### config.mk
export PLATFORM = sky130hd
export DESIGN_NAME = uart_rx_wb
export DESIGN_NICKNAME = d
export VERILOG_FILES = /design/src/rtl/uart_rx_wb.sv
export SDC_FILE = /design/constraint.sdc
export NUM_CORES = 1
export LEC_CHECK = 0
export BUFFER_PORTS_ARGS = -buffer_cell sky130_fd_sc_hd__clkbuf_2
export CORE_UTILIZATION = 45
export DETAILED_ROUTE_END_ITERATION = 12
export GPL_TIMING_DRIVEN = 1
export PLACE_DENSITY = 0.7
export SYNTH_ARGS = -nofsm -noshare
export SYNTH_HDL_FRONTEND = slang
export SYNTH_SLANG_ARGS = --single-unit
### constraint.sdc
create_clock -name clk_in -period 4.7 [get_ports clk_in]
set_input_delay 0.47 -clock clk_in [delete_from_list [all_inputs] [get_ports clk_in]]
set_output_delay 0.47 -clock clk_in [all_outputs]
set_load 0.05 [all_outputs]
### src/rtl/uart_rx_wb.sv
// UART 8-bit receiver with 16x oversampling, small receive FIFO and a Wishbone classic slave.
// Define UART_RX_PARITY_EN to accept 8E1 frames (even parity checked, PERR flag); default is 8N1.
module uart_rx_wb #(
  parameter int OVS_DIV    = 27,
  parameter int FIFO_DEPTH = 4
) (
  input  logic        clk_in,
  input  logic        rst,
  input  logic        rx,
  input  logic        wb_cyc_i,
  input  logic        wb_stb_i,
  input  logic        wb_we_i,
  input  logic        wb_adr_i,
  input  logic [15:0] wb_dat_i,
  output logic [15:0] wb_dat_o,
  output logic        wb_ack_o,
  output logic        rx_avail
);
  localparam int TW = (OVS_DIV > 1) ? $clog2(OVS_DIV) : 1;
  localparam int AW = $clog2(FIFO_DEPTH);
  localparam logic [TW-1:0] TICK_MAX = TW'(OVS_DIV - 1);

  typedef enum logic [2:0] {S_IDLE, S_START, S_DATA, S_PARITY, S_STOP} state_t;

  logic          rx_s1_q, rx_s1_d, rx_s2_q, rx_s2_d;
  logic [TW-1:0] tick_cnt_q, tick_cnt_d;
  logic [3:0]    smp_q, smp_d;
  state_t        state_q, state_d;
  logic [2:0]    bit_q, bit_d;
  logic [7:0]    shr_q, shr_d;
  logic [7:0]    mem_q [FIFO_DEPTH];
  logic [AW:0]   wp_q, wp_d, rp_q, rp_d;
  logic          ferr_q, ferr_d, ovr_q, ovr_d, perr_q, perr_d;
  logic          ack_q, ack_d, avail_q, avail_d;
  logic [15:0]   dat_q, dat_d;
`ifdef UART_RX_PARITY_EN
  logic          par_bad_q, par_bad_d;
`endif

  logic        tick, mid, last, push_req, push, pop, ferr_evt, perr_evt, ovr_evt;
  logic        empty, full, acc;
  logic [2:0]  clr;
  logic [15:0] status;
  logic        unused_wb;

  always_comb begin
    rx_s1_d    = rx;
    rx_s2_d    = rx_s1_q;
    tick       = (tick_cnt_q == TICK_MAX);
    tick_cnt_d = tick ? '0 : tick_cnt_q + 1'b1;
    smp_d      = tick ? smp_q + 4'd1 : smp_q;
    mid        = tick && (smp_q == 4'd7);
    last       = tick && (smp_q == 4'd15);
    state_d    = state_q;
    bit_d      = bit_q;
    shr_d      = shr_q;
    push_req   = 1'b0;
    ferr_evt   = 1'b0;
    perr_evt   = 1'b0;
`ifdef UART_RX_PARITY_EN
    par_bad_d  = par_bad_q;
`endif
    case (state_q)
      S_IDLE: begin
        smp_d = '0;
        bit_d = '0;
`ifdef UART_RX_PARITY_EN
        par_bad_d = 1'b0;
`endif
        if (!rx_s2_q) state_d = S_START;
      end
      S_START: begin
        if (mid && rx_s2_q) state_d = S_IDLE;
        else if (last)      state_d = S_DATA;
      end
      S_DATA: begin
        if (mid) shr_d = {rx_s2_q, shr_q[7:1]};
        if (last) begin
          bit_d = bit_q + 3'd1;
`ifdef UART_RX_PARITY_EN
          if (bit_q == 3'd7) state_d = S_PARITY;
`else
          if (bit_q == 3'd7) state_d = S_STOP;
`endif
        end
      end
`ifdef UART_RX_PARITY_EN
      S_PARITY: begin
        if (mid) begin
          par_bad_d = ^{rx_s2_q, shr_q};
          perr_evt  = ^{rx_s2_q, shr_q};
        end
        if (last) state_d = S_STOP;
      end
`endif
      S_STOP: begin
        // Return to IDLE at mid-stop so the next start edge is caught with half a bit to spare.
        if (mid) begin
`ifdef UART_RX_PARITY_EN
          push_req = rx_s2_q && !par_bad_q;
`else
          push_req = rx_s2_q;
`endif
          ferr_evt = !rx_s2_q;
          state_d  = S_IDLE;
        end
      end
      default: state_d = S_IDLE;
    endcase

    empty   = (wp_q == rp_q);
    full    = (wp_q[AW] != rp_q[AW]) && (wp_q[AW-1:0] == rp_q[AW-1:0]);
    acc     = wb_cyc_i && wb_stb_i && !ack_q;
    pop     = acc && !wb_we_i && !wb_adr_i && !empty;
    push    = push_req && (!full || pop);
    ovr_evt = push_req && full && !pop;
    wp_d    = wp_q + {{AW{1'b0}}, push};
    rp_d    = rp_q + {{AW{1'b0}}, pop};
    avail_d = (wp_d != rp_d);
    ack_d   = acc;
    status  = {11'b0, perr_q, ovr_q, ferr_q, full, !empty};

    dat_d = dat_q;
    if (acc && !wb_we_i)
      dat_d = wb_adr_i ? status : {8'h00, empty ? 8'h00 : mem_q[rp_q[AW-1:0]]};

    clr    = (acc && wb_we_i && wb_adr_i) ? wb_dat_i[4:2] : 3'b000;
    ferr_d = (ferr_q && !clr[0]) || ferr_evt;
    ovr_d  = (ovr_q  && !clr[1]) || ovr_evt;
`ifdef UART_RX_PARITY_EN
    perr_d = (perr_q && !clr[2]) || perr_evt;
`else
    perr_d = 1'b0;
`endif
  end

  assign unused_wb = ^{wb_dat_i[15:5], wb_dat_i[1:0], clr[2], perr_evt};

  always_ff @(posedge clk_in or posedge rst) begin
    if (rst) begin
      rx_s1_q    <= 1'b1;
      rx_s2_q    <= 1'b1;
      tick_cnt_q <= '0;
      smp_q      <= '0;
      state_q    <= S_IDLE;
      bit_q      <= '0;
      wp_q       <= '0;
      rp_q       <= '0;
      ferr_q     <= 1'b0;
      ovr_q      <= 1'b0;
      perr_q     <= 1'b0;
      ack_q      <= 1'b0;
      avail_q    <= 1'b0;
      dat_q      <= '0;
`ifdef UART_RX_PARITY_EN
      par_bad_q  <= 1'b0;
`endif
    end else begin
      rx_s1_q    <= rx_s1_d;
      rx_s2_q    <= rx_s2_d;
      tick_cnt_q <= tick_cnt_d;
      smp_q      <= smp_d;
      state_q    <= state_d;
      bit_q      <= bit_d;
      wp_q       <= wp_d;
      rp_q       <= rp_d;
      ferr_q     <= ferr_d;
      ovr_q      <= ovr_d;
      perr_q     <= perr_d;
      ack_q      <= ack_d;
      avail_q    <= avail_d;
      dat_q      <= dat_d;
`ifdef UART_RX_PARITY_EN
      par_bad_q  <= par_bad_d;
`endif
    end
  end

  // Datapath storage carries no reset; validity is tracked by the pointers.
  always_ff @(posedge clk_in) begin
    shr_q <= shr_d;
    if (push) mem_q[wp_q[AW-1:0]] <= shr_q;
  end

  assign wb_dat_o = dat_q;
  assign wb_ack_o = ack_q;
  assign rx_avail = avail_q;
endmodule
==> results of run 1 <==
[registers in the layout, summed over array words and instances (netlist names)]
| register | count |
|---|---|
| mem_q | 32 |
| shr_q | 8 |
| wb_dat_o | 8 |
| tick_cnt_q | 5 |
| smp_q | 4 |
| bit_q | 3 |
| rp_q | 3 |
| state_q | 3 |
| wp_q | 3 |
| ferr_q | 1 |
| ovr_q | 1 |
| rx_avail | 1 |
| rx_s1_q | 1 |
| rx_s2_q | 1 |
| wb_ack_o | 1 |
[critical path: stages, from the launching register on]
cell      delay [ns]
dfrtp_1         0.42
inv_1           0.07
ha_1            0.18
and4b_1         0.54
nand4b_1        0.34
nor2_1          0.18
ha_1            0.16
ha_1            0.15
xor2_1          0.24
xor2_1          0.10
or3_1           0.38
[layer usage]
layer / share of wire / vias up
met5: 0 / -
met4: 0.022 / 0
met3: 0.040 / 10
met2: 0.47 / 45
met1: 0.47 / 923
li1: - / 897
[logic make-up after synthesis]
| kind of cell | Yosys count | synth area share |
|---|---|---|
| DFF | 75 | 0.633 |
| and+or+nand+nor | 57 | 0.0971 |
| AOI/OAI and AO/OA | 38 | 0.0914 |
| buffers and inverters | 28 | 0.0453 |
| xor gates and xnor gates | 12 | 0.0400 |
| adders and majority gates | 9 | 0.0343 |
| muxes | 9 | 0.0579 |
| other | 1 | 0.00114 |
[final cells by class]
cell class / count / area [um^2] / share of cell area
flip-flops and latches: 75 / 2080 / 0.567
multi-input cells: 133 / 1080 / 0.295
clock buffers: 10 / 138 / 0.0375
repair buffers: 23 / 128 / 0.0348
well taps: 96 / 120 / 0.0327
clock inverters: 6 / 71.3 / 0.0194
inverters: 13 / 48.8 / 0.0133
[per-stage QoR]
stage	instances	hold WS (ns)	area (um^2)	power (mW)
4_1_cts	356	0.181	3670	1.57
5_1_grt	356	0.185	3670	1.62
6_report	356	0.196	3670	1.55
3_5_place_dp	340	0.348	3460	1.06
3_3_place_gp	340	0.346	3460	1.05
2_1_floorplan	236	0.345	3310	1.01
[report_power, final]
part | switching, mW | internal [mW] | leakage (nW) | total [mW]
Sequential | 0.0537 | 0.718 | 0.805 | 0.771
Clock | 0.246 | 0.264 | 0.0995 | 0.510
Combinational | 0.167 | 0.0996 | 0.604 | 0.267
Total | 0.466 | 1.08 | 1.51 | 1.55
[worst max-delay path by stage]
stage                        from       end  slack [ns]  cells past startpoint
floorplan                wb_ack_o  rx_avail        2.10                      8
global placement          rp_q[0]  rx_avail        1.88                      8
detailed placement        rp_q[0]  rx_avail        1.86                      8
CTS                       rp_q[0]  rx_avail        1.83                      8
global route        tick_cnt_q[0]  rx_avail        1.63                     10
finish              tick_cnt_q[0]  rx_avail        1.83                     10
[cells in the final DEF (no fill, tap or decap), types with 5 or more instances in the layout]
cell type / instances
edfxtp_1: 40
dfrtp_1: 33
clkbuf_2: 18
nand2_1: 15
inv_1: 13
nor2_1: 13
clkbuf_8: 10
ha_1: 9
a21oi_1: 8
o21ai_0: 8
mux4_2: 8
conb_1: 8
xor2_1: 7
buf_4: 5
==> impl_metrics.ini, run 1 <==
[status]
status = finished, final reports clean

[synth]
synth.area.top_cells = edfxtp_1, dfrtp_1, mux4_2
synth-edff-count = 40
yosysSeqAreaShare = 0.633
syn_area_per_cell_um2 = 14.3
yosysMostFrequentCell = edfxtp_1
synth_cells = 229
synth.distinct_cells = 53
synth_ff_type = edfxtp_1
yosysWarnings = 0
async_reset_ff_frac = 0.467
syn_area_um2 = 3290
synth_top_area_frac = 0.366
ys_top_cells_by_count = edfxtp_1, dfrtp_1, nand2_1
post-synth-top-area-cell = edfxtp_1
ys_ff_latch = 75

[global_route]
grt_pass1_wl_um = 9070
top_usage_layer = met2
grt_max_degree = 36
first_global_vias = 1801
grtUsageTotal = 0.163
use_met2 = 0.249
grt_use_met1 = 0.217
antenna_found_initial = 0
met3_usage = 0.0341
overflow = 0

[place]
port_buffers = 18
place_congestion = 0.712
dp_hpwl_um = 3650
pre_cts_slack_ns = 1.86

[timing]
fin_crit_ns = 2.87
setup_tns_ns = 0
max_freq_ghz = 0.348
fin_crit_sh = 0.611
hold_viol = 0
tightestPinTransition_ns = 0.740
rsz0062_at_grt = no
fin_ws_ns = 1.83
slew_headroom = 0.507
drv_slew = 0
fin_skew_ns = 0.00777
setup_viol = 0

[hold_path]
hp-class = primary input to async pin

[drt]
first_iter_violations = 85
drtPass1Iterations = 4
dr_total_vias = 1875
route.detailed.drc = 0
wl_um = 5470
vias_per_cell = 5.27
wl_per_cell_um = 15.4
postRouteAntennaNets = 0

[floorplan]
initial_core_util = 0.476
fp.dieArea_um2 = 7650
die_y_um = 87.5
ioPinCount = 41
dieWidth_um = 87.5
fp-row-count = 30
core_um2 = 6910

[setup_path]
required_ns = 4.92
r2r-start = tick_cnt_q[0]
end_kind = register
cp_max_fo = 13
reg2reg_slack_ns = 1.83
critPathArrivalTime_ns = 3.10
cp-start-kind = register
reg2regPathDepth = 10
worstReg2RegEnd = rx_avail
critical_path_class = register to register

[clock_tree]
cts_inserted_buffers = 9
h-tree-depth = 3
root_buffer = clkbuf_8
cts.sinks = 75
cts_resized = 0
cts_tree = yes
post-cts-setup-buffers = 0
hold_buffers = 0
insertion_delay_ns = 0.35
path_clk_slew_ns = 0.08
clk_path_buf_depth = 2

[layout]
layout-drive-gt1-share = 0.219
area_growth_pct = 11.7
fillerInstances = 619
nNetsFinal = 287
antennaDiodeCount = 0
finish.utilization = 0.531

[pwr]
peakVddDrop_uv = 182
p_leak_nw = 1.51
powerDensity_nw_per_um2 = 422

[run]
maxCapViolCount = 0
No activity file was read; power rests on OpenSTA's default activity.
==> run 2: changes to the inputs <==
--- a/config.mk
+++ b/config.mk
@@ -9,7 +9,7 @@
 export CORE_UTILIZATION = 45
 export DETAILED_ROUTE_END_ITERATION = 12
 export GPL_TIMING_DRIVEN = 1
-export PLACE_DENSITY = 0.7
+export PLACE_DENSITY = 0.73
 export SYNTH_ARGS = -nofsm -noshare
 export SYNTH_HDL_FRONTEND = slang
 export SYNTH_SLANG_ARGS = --single-unit
==> constraint.sdc (replaced) <==
create_clock -name clk_in -period 2.6 [get_ports clk_in]
set_input_delay 0.26 -clock clk_in [delete_from_list [all_inputs] [get_ports clk_in]]
set_output_delay 0.26 -clock clk_in [all_outputs]
set_load 0.05 [all_outputs]
==> run 2 against run 1 <==
Against the previous run: combinational power is 110% higher; sequential share of layout area is 0.69 points lower; clock skew is 0.0037 ns higher; cell count is 2.8% higher; die area stayed put; sequential power is 74% higher; wire length is 1.3% higher; count of clock-buffer cells in the layout is 1 lower; core utilization is 0.65 points higher; worst setup slack worse by 1.6 ns; cell area is 1.2% higher; via count is 3.7% higher; largest cell class unchanged.
==> impl_metrics.ini, run 2 (synthesized netlist as in run 1, its figures left out) <==
[floorplan]
dieWidth_um = 87.5
die_y_um = 87.5
fp.dieArea_um2 = 7650
initial_core_util = 0.476
core_um2 = 6910
fp-row-count = 30
ioPinCount = 41

[timing]
drv_slew = 0
max_freq_ghz = 0.426
slew_headroom = 0.646
whs_ns = 0.239
hold_viol = 0
tightestPinTransition_ns = 0.531
fin_skew_ns = 0.0115
rsz0062_at_grt = no
fin_crit_ns = 2.35
fin_crit_sh = 0.902
setup_viol = 0
setup_tns_ns = 0

[clock_tree]
cts.sinks = 75
h-tree-depth = 3
cts_inserted_buffers = 9
post-cts-setup-buffers = 0
path_clk_slew_ns = 0.08
root_buffer = clkbuf_8
hold_buffers = 2
cts_tree = yes
insertion_delay_ns = 0.35
clk_path_buf_depth = 2
cts_resized = 0

[layout]
final_cell_mix = edfxtp_1, dfrtp_1, clkbuf_2
largest_reg_flops = 32
finalNonFillerCells = 366
finish.utilization = 0.538
fillerInstances = 587
multi_input_area_um2 = 1080
layout-drive-gt1-share = 0.237
nNetsFinal = 297
area_growth_pct = 13.0
final_common_cell = edfxtp_1
antennaDiodeCount = 0
seq_area_um2 = 2080

[global_route]
grt_max_degree = 24
first_global_vias = 1796
antenna_found_initial = 0
grt_pass1_wl_um = 8880
overflow = 0
grtUsageTotal = 0.162

[place]
place_congestion = 0.773
dp_hpwl_um = 3890
placedCellCount = 348
port_buffers = 18

[setup_path]
critPathArrivalTime_ns = 2.56
cp_max_fo = 6
required_ns = 2.82
critical_path_class = register to register
cp-start-kind = register
end_kind = register

[drt]
first_iter_violations = 97
drtPass1Iterations = 4
route.detailed.drc = 0
wl_per_cell_um = 15.1
vias_per_cell = 5.31
wl_um = 5540
dr_total_vias = 1945
postRouteAntennaNets = 0

[status]
status = finished, final reports clean

[pwr]
powerDensity_nw_per_um2 = 721
peakVddDrop_uv = 269
p_leak_nw = 1.54

[run]
maxCapViolCount = 0

[hold_path]
hp-class = primary input to register
-- run 2: cell count changes in the layout (fill, tap and decap cells not counted), sizes merged --
cell and change:
buf +8, bufinv -1, clkbuf -1, clkinv +2, dlygate4sd3 +2
-- run 2: area by class of cell --
class | count | share of cell area
flip-flops and latches | 75 | 0.560
multi-input cells | 133 | 0.292
repair buffers | 33 | 0.0559
clock buffers | 9 | 0.0334
well taps | 96 | 0.0323
clock inverters | 7 | 0.0135
inverters | 13 | 0.0131
-- run 2: worst max-delay path, cell delays in order (launching register included) --
cell and delay, ns:
dfrtp_1 0.49, xor2_4 0.22, o311ai_2 0.33, inv_1 0.11
ha_1 0.19, ha_1 0.19, xor2_1 0.17, xor2_1 0.15
or3_1 0.38
-- run 2: worst paths after layout --
| kind | from | end | slack, ns | depth (start not counted) |
|---|---|---|---|---|
| max in group asynchronous | rst | rx_s1_q | 1.39 | 4 |
| min reg2reg | rx_s1_q | rx_s2_q | 0.36 | 0 |
| min | wb_cyc_i | wb_ack_o | 0.24 | 3 |
| min in group asynchronous | rst | bit_q[1] | 0.46 | 3 |
| max | wp_q[0] | rx_avail | 0.25 | 8 |
| max reg2reg | wp_q[0] | rx_avail | 0.25 | 8 |
-- run 2: per-layer routing --
| layer | track usage | part of all wire | up-vias |
|---|---|---|---|
| met4 | 0.0760 | 0.016 | 0 |
| met2 | 0.257 | 0.48 | 52 |
| met1 | 0.208 | 0.46 | 968 |
| met3 | 0.0427 | 0.046 | 11 |
| li1 | - | - | 914 |
| met5 | 0 | 0 | - |
-- run 2: per-stage QoR --
stage / cell area [um^2] / total power, mW / setup slack (ns)
after floorplan: 3310 / 1.83 / 0.00324
after global placement: 3520 / 1.93 / 0.287
after detailed placement: 3520 / 1.93 / 0.254
after CTS: 3710 / 2.71 / 0.235
after global routing: 3710 / 2.80 / 0.112
final: 3710 / 2.68 / 0.255
-- run 2: power breakdown --
| group | internal [mW] | switching [mW] | leakage (nW) |
|---|---|---|---|
| sequential | 1.30 | 0.0403 | 0.805 |
| clock | 0.349 | 0.431 | 0.0837 |
| combinational | 0.198 | 0.361 | 0.652 |
| total | 1.85 | 0.833 | 1.54 |
==> run 3: changes to the inputs <==
--- a/config.mk
+++ b/config.mk
@@ -6,9 +6,10 @@
 export NUM_CORES = 1
 export LEC_CHECK = 0
 export BUFFER_PORTS_ARGS = -buffer_cell sky130_fd_sc_hd__clkbuf_2
+export CORE_MARGIN = 2
 export CORE_UTILIZATION = 45
 export DETAILED_ROUTE_END_ITERATION = 12
-export GPL_TIMING_DRIVEN = 1
+export GPL_TIMING_DRIVEN = 0
 export PLACE_DENSITY = 0.73
 export SYNTH_ARGS = -nofsm -noshare
 export SYNTH_HDL_FRONTEND = slang
==> run 3 against run 2 <==
Against the previous run: critical path depth grew 1; register-to-register slack lost 0.12 ns; flip-flop and latch count is the same; non-clock buffer count grew 7; clock power grew 15%; sequential share of layout area shrank 1.6 points; die area grew 4.6%; clock skew shrank 0.0016 ns; via count is essentially flat; sequential power is essentially flat; hold slack lost 0.23 ns; count of clock-buffer cells in the layout grew 1; highest routed layer unchanged.
==> impl_metrics.ini, run 3 (synthesized netlist as in run 1, its figures left out) <==
[global_route]
grtUsageTotal = 0.146
grt_pass1_wl_um = 8670
antenna_found_initial = 0
first_global_vias = 1768
overflow = 0
grt_max_degree = 36

[floorplan]
die_y_um = 89.5
fp.dieArea_um2 = 8000
initial_core_util = 0.458
ioPinCount = 41
fp-row-count = 31
core_um2 = 7180
dieWidth_um = 89.5

[pwr]
pwr-share-clk = 0.318
powerDensity_nw_per_um2 = 738
combPwrFrac = 0.210
peakVddDrop_uv = 262
swShare = 0.304
switchingPower_mw = 0.859
p_leak_nw = 1.58
internal-power_mw = 1.96
power_frac_seq = 0.472

[clock_tree]
root_buffer = clkbuf_8
cts.sinks = 75
clk_path_buf_depth = 2
cts_tree = yes
insertion_delay_ns = 0.34
path_clk_slew_ns = 0.08
cts_inserted_buffers = 9
h-tree-depth = 3

[setup_path]
cp_max_fo = 9
critPathMostFrequentCell = ha_1
cp-start-kind = register
r2r-start = rp_q[0]
reg2reg_slack_ns = 0.14
critPathArrivalTime_ns = 2.68
worst_path_max_delay_cell = dfrtp_1
worstReg2RegEnd = rx_avail
critical_path_class = register to register
required_ns = 2.82
reg2regPathDepth = 9
cpLargestDelayFamily = XOR/XNOR gates
cp_num_buf_inv = 1
worstPathCellList = buf_6, xor2_4, a2111oi_4, nor2_1, ha_1, ha_1, xor2_2, xor2_1, or3_1
end_kind = register
max_stage_delay_ns = 0.40

[drt]
vias_per_cell = 5.18
postRouteAntennaNets = 0
first_iter_violations = 72
wl_um = 5610
dr_total_vias = 1946
wl_per_cell_um = 14.9
route.detailed.drc = 0
drtPass1Iterations = 4

[layout]
final_cell_mix = edfxtp_1, dfrtp_1, clkbuf_2
final_common_cell = edfxtp_1
largest_reg_flops = 32
antennaDiodeCount = 0
nNetsFinal = 304
area_growth_pct = 16.3
layout-drive-gt1-share = 0.271

[run]
maxCapViolCount = 0

[timing]
slew_headroom = 0.515
whs_ns = 0.00968
max_freq_ghz = 0.406
fin_skew_ns = 0.00989
drv_slew = 0
fin_crit_sh = 0.947
hold_viol = 0
setup_tns_ns = 0
fin_crit_ns = 2.46
setup_viol = 0
tightestPinTransition_ns = 0.724
rsz0062_at_grt = no

[hold_path]
hp-class = primary input to async pin

[place]
dp_hpwl_um = 3870
port_buffers = 18
place_congestion = 0.773

[status]
status = finished, final reports clean
run 3: final cells by class:
cell class,instances,area (um^2)
Fill cell,580,3350
Sequential cell,75,2080
Multi-Input combinational cell,133,1120
Timing Repair Buffer,25,145
Clock buffer,10,128
Tap cell,99,124
Buffer,15,100
Clock inverter,6,72.6
Inverter,13,48.8
run 3: worst max path at each step:
stage / slack, ns / endpoint / cells after the start / startpoint
floorplan: 0.003 / rx_avail / 8 / wb_ack_o
global placement: -0.58 / mem_q[2][6] / 5 / tick_cnt_q[0]
detailed placement: -0.19 / mem_q[3][7] / 5 / tick_cnt_q[0]
CTS: 0.02 / rx_avail / 9 / rp_q[0]
global route: 0.03 / rx_avail / 9 / rp_q[0]
finish: 0.14 / rx_avail / 9 / rp_q[0]
run 3: power by group through the flow:
stage	Clock [mW]	Combinational (mW)	Sequential, mW
5_1_grt	0.965	0.635	1.34
6_report	0.897	0.592	1.33
3_3_place_gp	0	0.586	1.35
2_1_floorplan	0	0.330	1.50
3_5_place_dp	0	0.588	1.36
4_1_cts	0.913	0.591	1.33
run 3: what timing repair did:
item | CTS | global route
resized for setup | 1 | 2
gates cloned | 0 | 0
setup endpoints to repair | 9 | 1
buffers inserted | 2 | 1
pin swaps | 2 | 2
endpoints found under the hold margin | 1 | 0
hold buffers | 1 | 0
run 3: worst register-to-register path, cell delays in order, from the launching register on:
cell and delay, ns:
dfrtp_1 0.40, buf_6 0.18, xor2_4 0.22, a2111oi_4 0.33
nor2_1 0.10, ha_1 0.19, ha_1 0.21, xor2_2 0.16
xor2_1 0.17, or3_1 0.38
run 3: per-layer routing:
| layer | vias up | track usage | share of wire |
|---|---|---|---|
| met5 | - | 0 | 0 |
| met4 | 0 | 0.0665 | 0.021 |
| met3 | 11 | 0.0277 | 0.034 |
| met2 | 50 | 0.229 | 0.48 |
| met1 | 960 | 0.198 | 0.47 |
| li1 | 925 | - | - |
run 3: through the flow:
stage	cell area, um^2	util	std cells	setup slack (ns)	total power [mW]
after CTS	3800	0.529	375	0.0214	2.84
after detailed placement	3570	0.497	356	-0.187	1.95
after global routing	3820	0.533	376	0.0295	2.94
after global placement	3530	0.491	353	-0.575	1.94
final	3820	0.533	376	0.139	2.82
after floorplan	3310	-	236	0.00324	1.83
